$ cat src/rtl/spi_rx_loader.sv
// spi_rx_loader: SPI (mode 0, MSB first) to memory word-write bridge used for program preload.
// Optional macro SPI_RX_BURST_EN: consecutive data words in one frame write to incrementing addresses.
module spi_rx_loader #(
    parameter logic [7:0]  WRITE_CMD = 8'h02,
    parameter int unsigned ADDR_W    = 32
) (
    input  logic              clk_i,
    input  logic              rst_ni,
    input  logic              spi_sclk,
    input  logic              spi_cs,
    input  logic              spi_sdi0,
    output logic              spi_sdo0,
    output logic              mem_req_o,
    input  logic              mem_gnt_i,
    output logic              mem_we_o,
    output logic [ADDR_W-1:0] mem_addr_o,
    output logic [31:0]       mem_wdata_o,
    output logic [3:0]        mem_be_o,
    output logic              busy_o,
    output logic              err_o
);

    localparam int unsigned DATA_W = 32;
    localparam int unsigned CNT_W  = 6;
    localparam int unsigned SYNC_W = 3;

    localparam logic [CNT_W-1:0]  CMD_LAST  = CNT_W'(7);
    localparam logic [CNT_W-1:0]  WORD_LAST = CNT_W'(DATA_W - 1);
    localparam logic [ADDR_W-1:0] WORD_STEP = ADDR_W'(4);

    typedef struct packed {
        logic [ADDR_W-1:0] addr;
        logic [DATA_W-1:0] data;
    } wr_req_t;

    typedef enum logic [2:0] {
        IDLE,
        CMD,
        ADDR,
        DATA,
        DROP
    } state_e;

    state_e state_q;
    state_e state_d;

    logic [SYNC_W-1:0] sclk_sync_q;
    logic [SYNC_W-1:0] sdi_sync_q;
    logic [1:0]        cs_sync_q;

    logic              sclk_rise;
    logic              sdi_bit;
    logic              cs_high;

    logic [CNT_W-1:0]  cnt_q;
    logic [DATA_W-1:0] shift_q;
    logic [DATA_W-1:0] shift_d;
    logic [ADDR_W-1:0] addr_q;

    logic              cnt_clr;
    logic              addr_load;
    logic              word_done;

    wr_req_t           buf_q;
    logic              buf_valid_q;
    logic              buf_valid_d;
    logic              grant;
    logic              accept;
    logic              overflow;
    logic              err_q;
    logic              busy_q;

    // Pin synchronizers; sclk and sdi carry a third stage for edge detect and aligned sampling.
    always_ff @(posedge clk_i or negedge rst_ni) begin
        if (!rst_ni) begin
            sclk_sync_q <= '0;
            sdi_sync_q  <= '0;
            cs_sync_q   <= '1;
        end else begin
            sclk_sync_q <= {sclk_sync_q[SYNC_W-2:0], spi_sclk};
            sdi_sync_q  <= {sdi_sync_q[SYNC_W-2:0], spi_sdi0};
            cs_sync_q   <= {cs_sync_q[0], spi_cs};
        end
    end

    assign sclk_rise = sclk_sync_q[1] & ~sclk_sync_q[2];
    assign sdi_bit   = sdi_sync_q[2];
    assign cs_high   = cs_sync_q[1];
    assign shift_d   = {shift_q[DATA_W-2:0], sdi_bit};

    always_ff @(posedge clk_i or negedge rst_ni) begin
        if (!rst_ni) begin
            state_q <= IDLE;
        end else begin
            state_q <= state_d;
        end
    end

    // Frame decode: counter reloads on each state entry, cs high aborts from any state.
    always_comb begin
        state_d   = state_q;
        cnt_clr   = 1'b0;
        addr_load = 1'b0;
        word_done = 1'b0;

        case (state_q)
            IDLE: begin
                if (!cs_high) begin
                    state_d = CMD;
                    cnt_clr = 1'b1;
                end
            end
            CMD: begin
                if (sclk_rise && (cnt_q == CMD_LAST)) begin
                    cnt_clr = 1'b1;
                    state_d = (shift_d[7:0] == WRITE_CMD) ? ADDR : DROP;
                end
            end
            ADDR: begin
                if (sclk_rise && (cnt_q == WORD_LAST)) begin
                    cnt_clr   = 1'b1;
                    addr_load = 1'b1;
                    state_d   = DATA;
                end
            end
            DATA: begin
                if (sclk_rise && (cnt_q == WORD_LAST)) begin
                    cnt_clr   = 1'b1;
                    word_done = 1'b1;
`ifdef SPI_RX_BURST_EN
                    state_d   = DATA;
`else
                    state_d   = DROP;
`endif
                end
            end
            DROP: begin
                state_d = DROP;
            end
            default: begin
                state_d = IDLE;
            end
        endcase

        if (cs_high) begin
            state_d   = IDLE;
            cnt_clr   = 1'b1;
            addr_load = 1'b0;
            word_done = 1'b0;
        end
    end

    // Bit counter and shift register.
    always_ff @(posedge clk_i or negedge rst_ni) begin
        if (!rst_ni) begin
            cnt_q   <= '0;
            shift_q <= '0;
        end else begin
            if (cnt_clr) begin
                cnt_q <= '0;
            end else if (sclk_rise) begin
                cnt_q <= cnt_q + CNT_W'(1);
            end
            if (sclk_rise) begin
                shift_q <= shift_d;
            end
        end
    end

    // Target address; in burst mode it advances per completed word, overflowed or not.
    always_ff @(posedge clk_i or negedge rst_ni) begin
        if (!rst_ni) begin
            addr_q <= '0;
        end else if (addr_load) begin
            addr_q <= ADDR_W'(shift_d);
`ifdef SPI_RX_BURST_EN
        end else if (word_done) begin
            addr_q <= addr_q + WORD_STEP;
`endif
        end
    end

    assign grant       = buf_valid_q & mem_gnt_i;
    assign accept      = word_done & (~buf_valid_q | mem_gnt_i);
    assign overflow    = word_done & buf_valid_q & ~mem_gnt_i;
    assign buf_valid_d = accept | (buf_valid_q & ~grant);

    // One-entry request buffer plus sticky overflow and busy status.
    always_ff @(posedge clk_i or negedge rst_ni) begin
        if (!rst_ni) begin
            buf_valid_q <= 1'b0;
            buf_q       <= '0;
            err_q       <= 1'b0;
            busy_q      <= 1'b0;
        end else begin
            buf_valid_q <= buf_valid_d;
            if (accept) begin
                buf_q.addr <= {addr_q[ADDR_W-1:2], 2'b00};
                buf_q.data <= shift_d;
            end
            if (overflow) begin
                err_q <= 1'b1;
            end
            busy_q <= ~cs_high | buf_valid_d;
        end
    end

    assign mem_req_o   = buf_valid_q;
    assign mem_we_o    = buf_valid_q;
    assign mem_addr_o  = buf_q.addr;
    assign mem_wdata_o = buf_q.data;
    assign mem_be_o    = 4'hF;
    assign busy_o      = busy_q;
    assign err_o       = err_q;
    assign spi_sdo0    = 1'b0;

endmodule

$ cat config.mk
export PLATFORM = sky130hd
export DESIGN_NAME = spi_rx_loader
export DESIGN_NICKNAME = d
export VERILOG_FILES = /design/src/rtl/spi_rx_loader.sv
export SDC_FILE = /design/constraint.sdc
export NUM_CORES = 1
export LEC_CHECK = 0
export CAP_MARGIN = 30
export CORE_MARGIN = 2
export CORE_UTILIZATION = 29
export CTS_BUF_LIST = sky130_fd_sc_hd__clkbuf_4 sky130_fd_sc_hd__clkbuf_8
export DETAILED_ROUTE_END_ITERATION = 16
export PLACE_DENSITY = 0.58
export SYNTH_ARGS = -nofsm -noshare
export SYNTH_HDL_FRONTEND = slang
export SYNTH_SLANG_ARGS = --single-unit
export TNS_END_PERCENT = 1
$ cat constraint.sdc
create_clock -name clk_i -period 1.9 [get_ports clk_i]
set_clock_uncertainty 0.05 [all_clocks]
set_input_delay 0.38 -clock clk_i [delete_from_list [all_inputs] [get_ports clk_i]]
set_output_delay 0.38 -clock clk_i [all_outputs]
set_load 0.01 [all_outputs]
==> impl_metrics.yaml <==
floorplanning:
  rows: 51
  core_area_sq_mm: 0.0194
  dieArea_sq_mm: 0.0209
  die_y_um: 145
  fp.dieW_um: 145
  io_pins: 79
  start_util: 0.295
final_layout:
  drive_above_1_share: 0.307
  layout.cells.non_filler: 779
  syn_to_final_growth_pct: 29.8
  final_cell_mix: "dfrtp_1, nand2_1, clkdlybuf4s50_1, mux2_4, mux2_2"
  diodes: 0
  final_nets: 508
  layout_commonest_cell: "dfrtp_1"
  fill_cells: 1882
synth:
  ys_ff_latch: 143
  synth_warnings: 0
  synthCells: 409
  yosysTopAreaCell: "dfrtp_1"
  synth-seq-area-share: 0.625
  synthesis.area_sq_mm: 0.00573
  yosysTopAreaCellShare: 0.616
  yosysUniqueCellTypes: 38
  synthTopCellsByArea: "dfrtp_1, mux2_4, nand2_1, mux2_2, buf_6"
  synth.avg_cell_area_sq_um: 14.0
timing:
  slew_viol_final: 0
  fmax_ghz: 0.545
  setup_tns_ns: 0
  final-setup-viol-count: 0
  min_period_ns: 1.84
  hold_viol: 0
  finalCritPeriodShare: 0.966
grt:
  grt_max_degree: 49
  grt_pass1_vias: 3356
  antenna_found_initial: 0
  grt_util_all_layers: 0.111
  grt_pass1_wl_mm: 17.7
  grt-ovfl-total: 0
critical_path:
  r2r-end: "mem_addr_o[4]"
  cp-end-kind: "register"
  cp-start-kind: "register"
  worst-setup-path-type: "reg2reg"
  reg2reg_depth: 7
  worstPathMaxFanout: 8
  slowest_delay_ns: 0.36
  slowest_stage: "dfrtp_1"
  cp.required_ns: 2.18
  crit_chain: "ha_2 -> nand2_2 -> nor4_4 -> nand4_4 -> buf_12 -> clkbuf_16 -> mux2_4"
  timing.rr.start: "cnt_q[0]"
  cp.arrival_ns: 2.11
  reg2reg_slack_ns: 0.06
hold_path:
  hp-start: "sdi_sync_q[0]"
  hold_depth: 0
  hold_class: "reg2reg"
  min_to: "sdi_sync_q[1]"
clock_network:
  cts.sinks: 143
  clk_path_buf_depth: 2
  numCtsBuffers: 17
  cts_max_level: 4
  cts-root-buf: "clkbuf_8"
  cts_tree: "done"
  clkTransAtPathRegs_ns: 0.07
  clock_latency_ns: 0.45
power:
  seq_power_share: 0.503
  switching_share: 0.219
  power.density_mw_per_mm2: 859
  p_sw_uw: 1390
  intPower_uw: 4990
  power_frac_clock: 0.463
  total_leakage_power_uw: 0.00377
  combPwrFrac: 0.034
  ir_worst_vdd_v: 0.000397
detailed_routing:
  postRouteAntennaNets: 0
  vias: 3306
  dr.pass1.iters: 4
  drcViolationCount: 0
  viasPerCell: 4.24
  wirelength_mm: 11.2
  drt_iter0_drc: 95
  wl_per_cell_um: 14.3
job:
  cap_violations: 0
placement:
  numPlacedInstances: 739
  gp_congestion: 0.733
  numPortBuffers: 71
  post-dp-hpwl_mm: 7.01
status:
  outcome: "completed"
routing by layer:
layer | vias to the layer above | part of all wire | global-route usage
li1 | 1554 | - | -
met1 | 1661 | 0.48 | 0.146
met2 | 72 | 0.46 | 0.169
met3 | 19 | 0.040 | 0.0325
met4 | 0 | 0.020 | 0.0521
met5 | - | 0 | 0
layout make-up:
cell class | count | area [sq um] | share of cell area
flip-flops and latches | 143 | 3580 | 0.482
multi-input cells | 242 | 1990 | 0.268
repair buffers | 95 | 1020 | 0.137
well taps | 265 | 332 | 0.0446
clock buffers | 20 | 269 | 0.0362
clock inverters | 12 | 231 | 0.0312
inverters | 2 | 7.51 | 0.00101
synth_stat cells:
cell	n
buf_4	8
o21bai_1	1
xor2_1	3
xnor2_1	1
buf_1	3
nor2b_1	1
a21oi_1	1
or3_1	1
and3_1	1
buf_2	5
nor4_4	1
nand2_1	102
nand2b_1	2
ha_1	1
nand3_1	1
or2_2	1
inv_1	2
nand4_4	1
mux2_2	32
o211ai_1	1
nor3b_1	1
dfstp_2	2
nand4_1	2
clkbuf_1	5
a211oi_1	1
a31oi_1	2
nor3_1	7
mux2_4	60
and4b_1	1
nor2_1	1
mux2i_1	1
nor4_1	2
conb_1	2
nor4b_1	1
o21ai_0	4
a41o_1	1
buf_6	6
dfrtp_1	141
worst max-delay path by stage:
| stage | start | end | slack [ns] | cells past startpoint |
|---|---|---|---|---|
| 3_5_place_dp | mem_gnt_i | mem_wdata_o[5] | -0.09 | 5 |
| 3_3_place_gp | mem_gnt_i | mem_addr_o[31] | -0.09 | 5 |
| 4_1_cts | cnt_q[0] | mem_wdata_o[4] | 0.01 | 6 |
| 6_report | cnt_q[0] | mem_addr_o[4] | 0.06 | 7 |
| 5_1_grt | cnt_q[1] | mem_wdata_o[16] | -0.007 | 7 |
| 2_1_floorplan | cnt_q[0] | mem_addr_o[10] | 0.05 | 6 |
kinds of logic after synthesis:
family,count (synthesis),synth area share
flops,143,0.625
simple gates,126,0.0975
mux,93,0.222
buf+inv,29,0.0332
compound gates,11,0.0122
xor+xnor,4,0.00612
other cells,2,0.00131
fa+ha+maj,1,0.00218
power groups by stage:
stage | combinational [uW] | clock (uW) | sequential, uW
global placement | 213 | 0 | 3260
floorplan | 114 | 0 | 3240
CTS | 224 | 3050 | 3210
global route | 252 | 3190 | 3220
finish | 217 | 2960 | 3210
detailed placement | 221 | 0 | 3270
flip-flops by register name, indices dropped and copies added, names as in the netlist, 2 cells and up:
register / flops
mem_wdata_o: 32
shift_q: 31
addr_q: 30
mem_addr_o: 30
cnt_q: 6
sclk_sync_q: 3
sdi_sync_q: 3
state_q: 3
cs_sync_q: 2
critical path, delay by kind of cell, from the launching register on:
kind,cells,cell delay [ns]
and+or+nand+nor,3,0.45
muxes,1,0.29
DFF,1,0.36
adders and majority gates,1,0.20
buffers and inverters,2,0.36
stage by stage:
step           hold WS, ns  cell area (sq um)  power (uW)  setup WS, ns  utilization
5_1_grt              0.290               7430        6670      -0.00721        0.383
3_5_place_dp         0.267               6790        3490       -0.0921        0.350
4_1_cts              0.264               7300        6480        0.0104        0.376
2_1_floorplan       0.0344               5740        3350        0.0522            -
3_3_place_gp         0.261               6790        3480       -0.0869        0.350
6_report             0.300               7430        6380        0.0647        0.383
repair_timing:
action | CTS | global route
pin swaps | 0 | 2
endpoints found under the hold margin | 31 | 0
resized for setup | 1 | 3
endpoints found under the setup margin | 7 | 68
buffers inserted | 0 | 2
hold buffers | 1 | 0
cloned | 0 | 5
No activity file was read; power rests on OpenSTA's default activity.
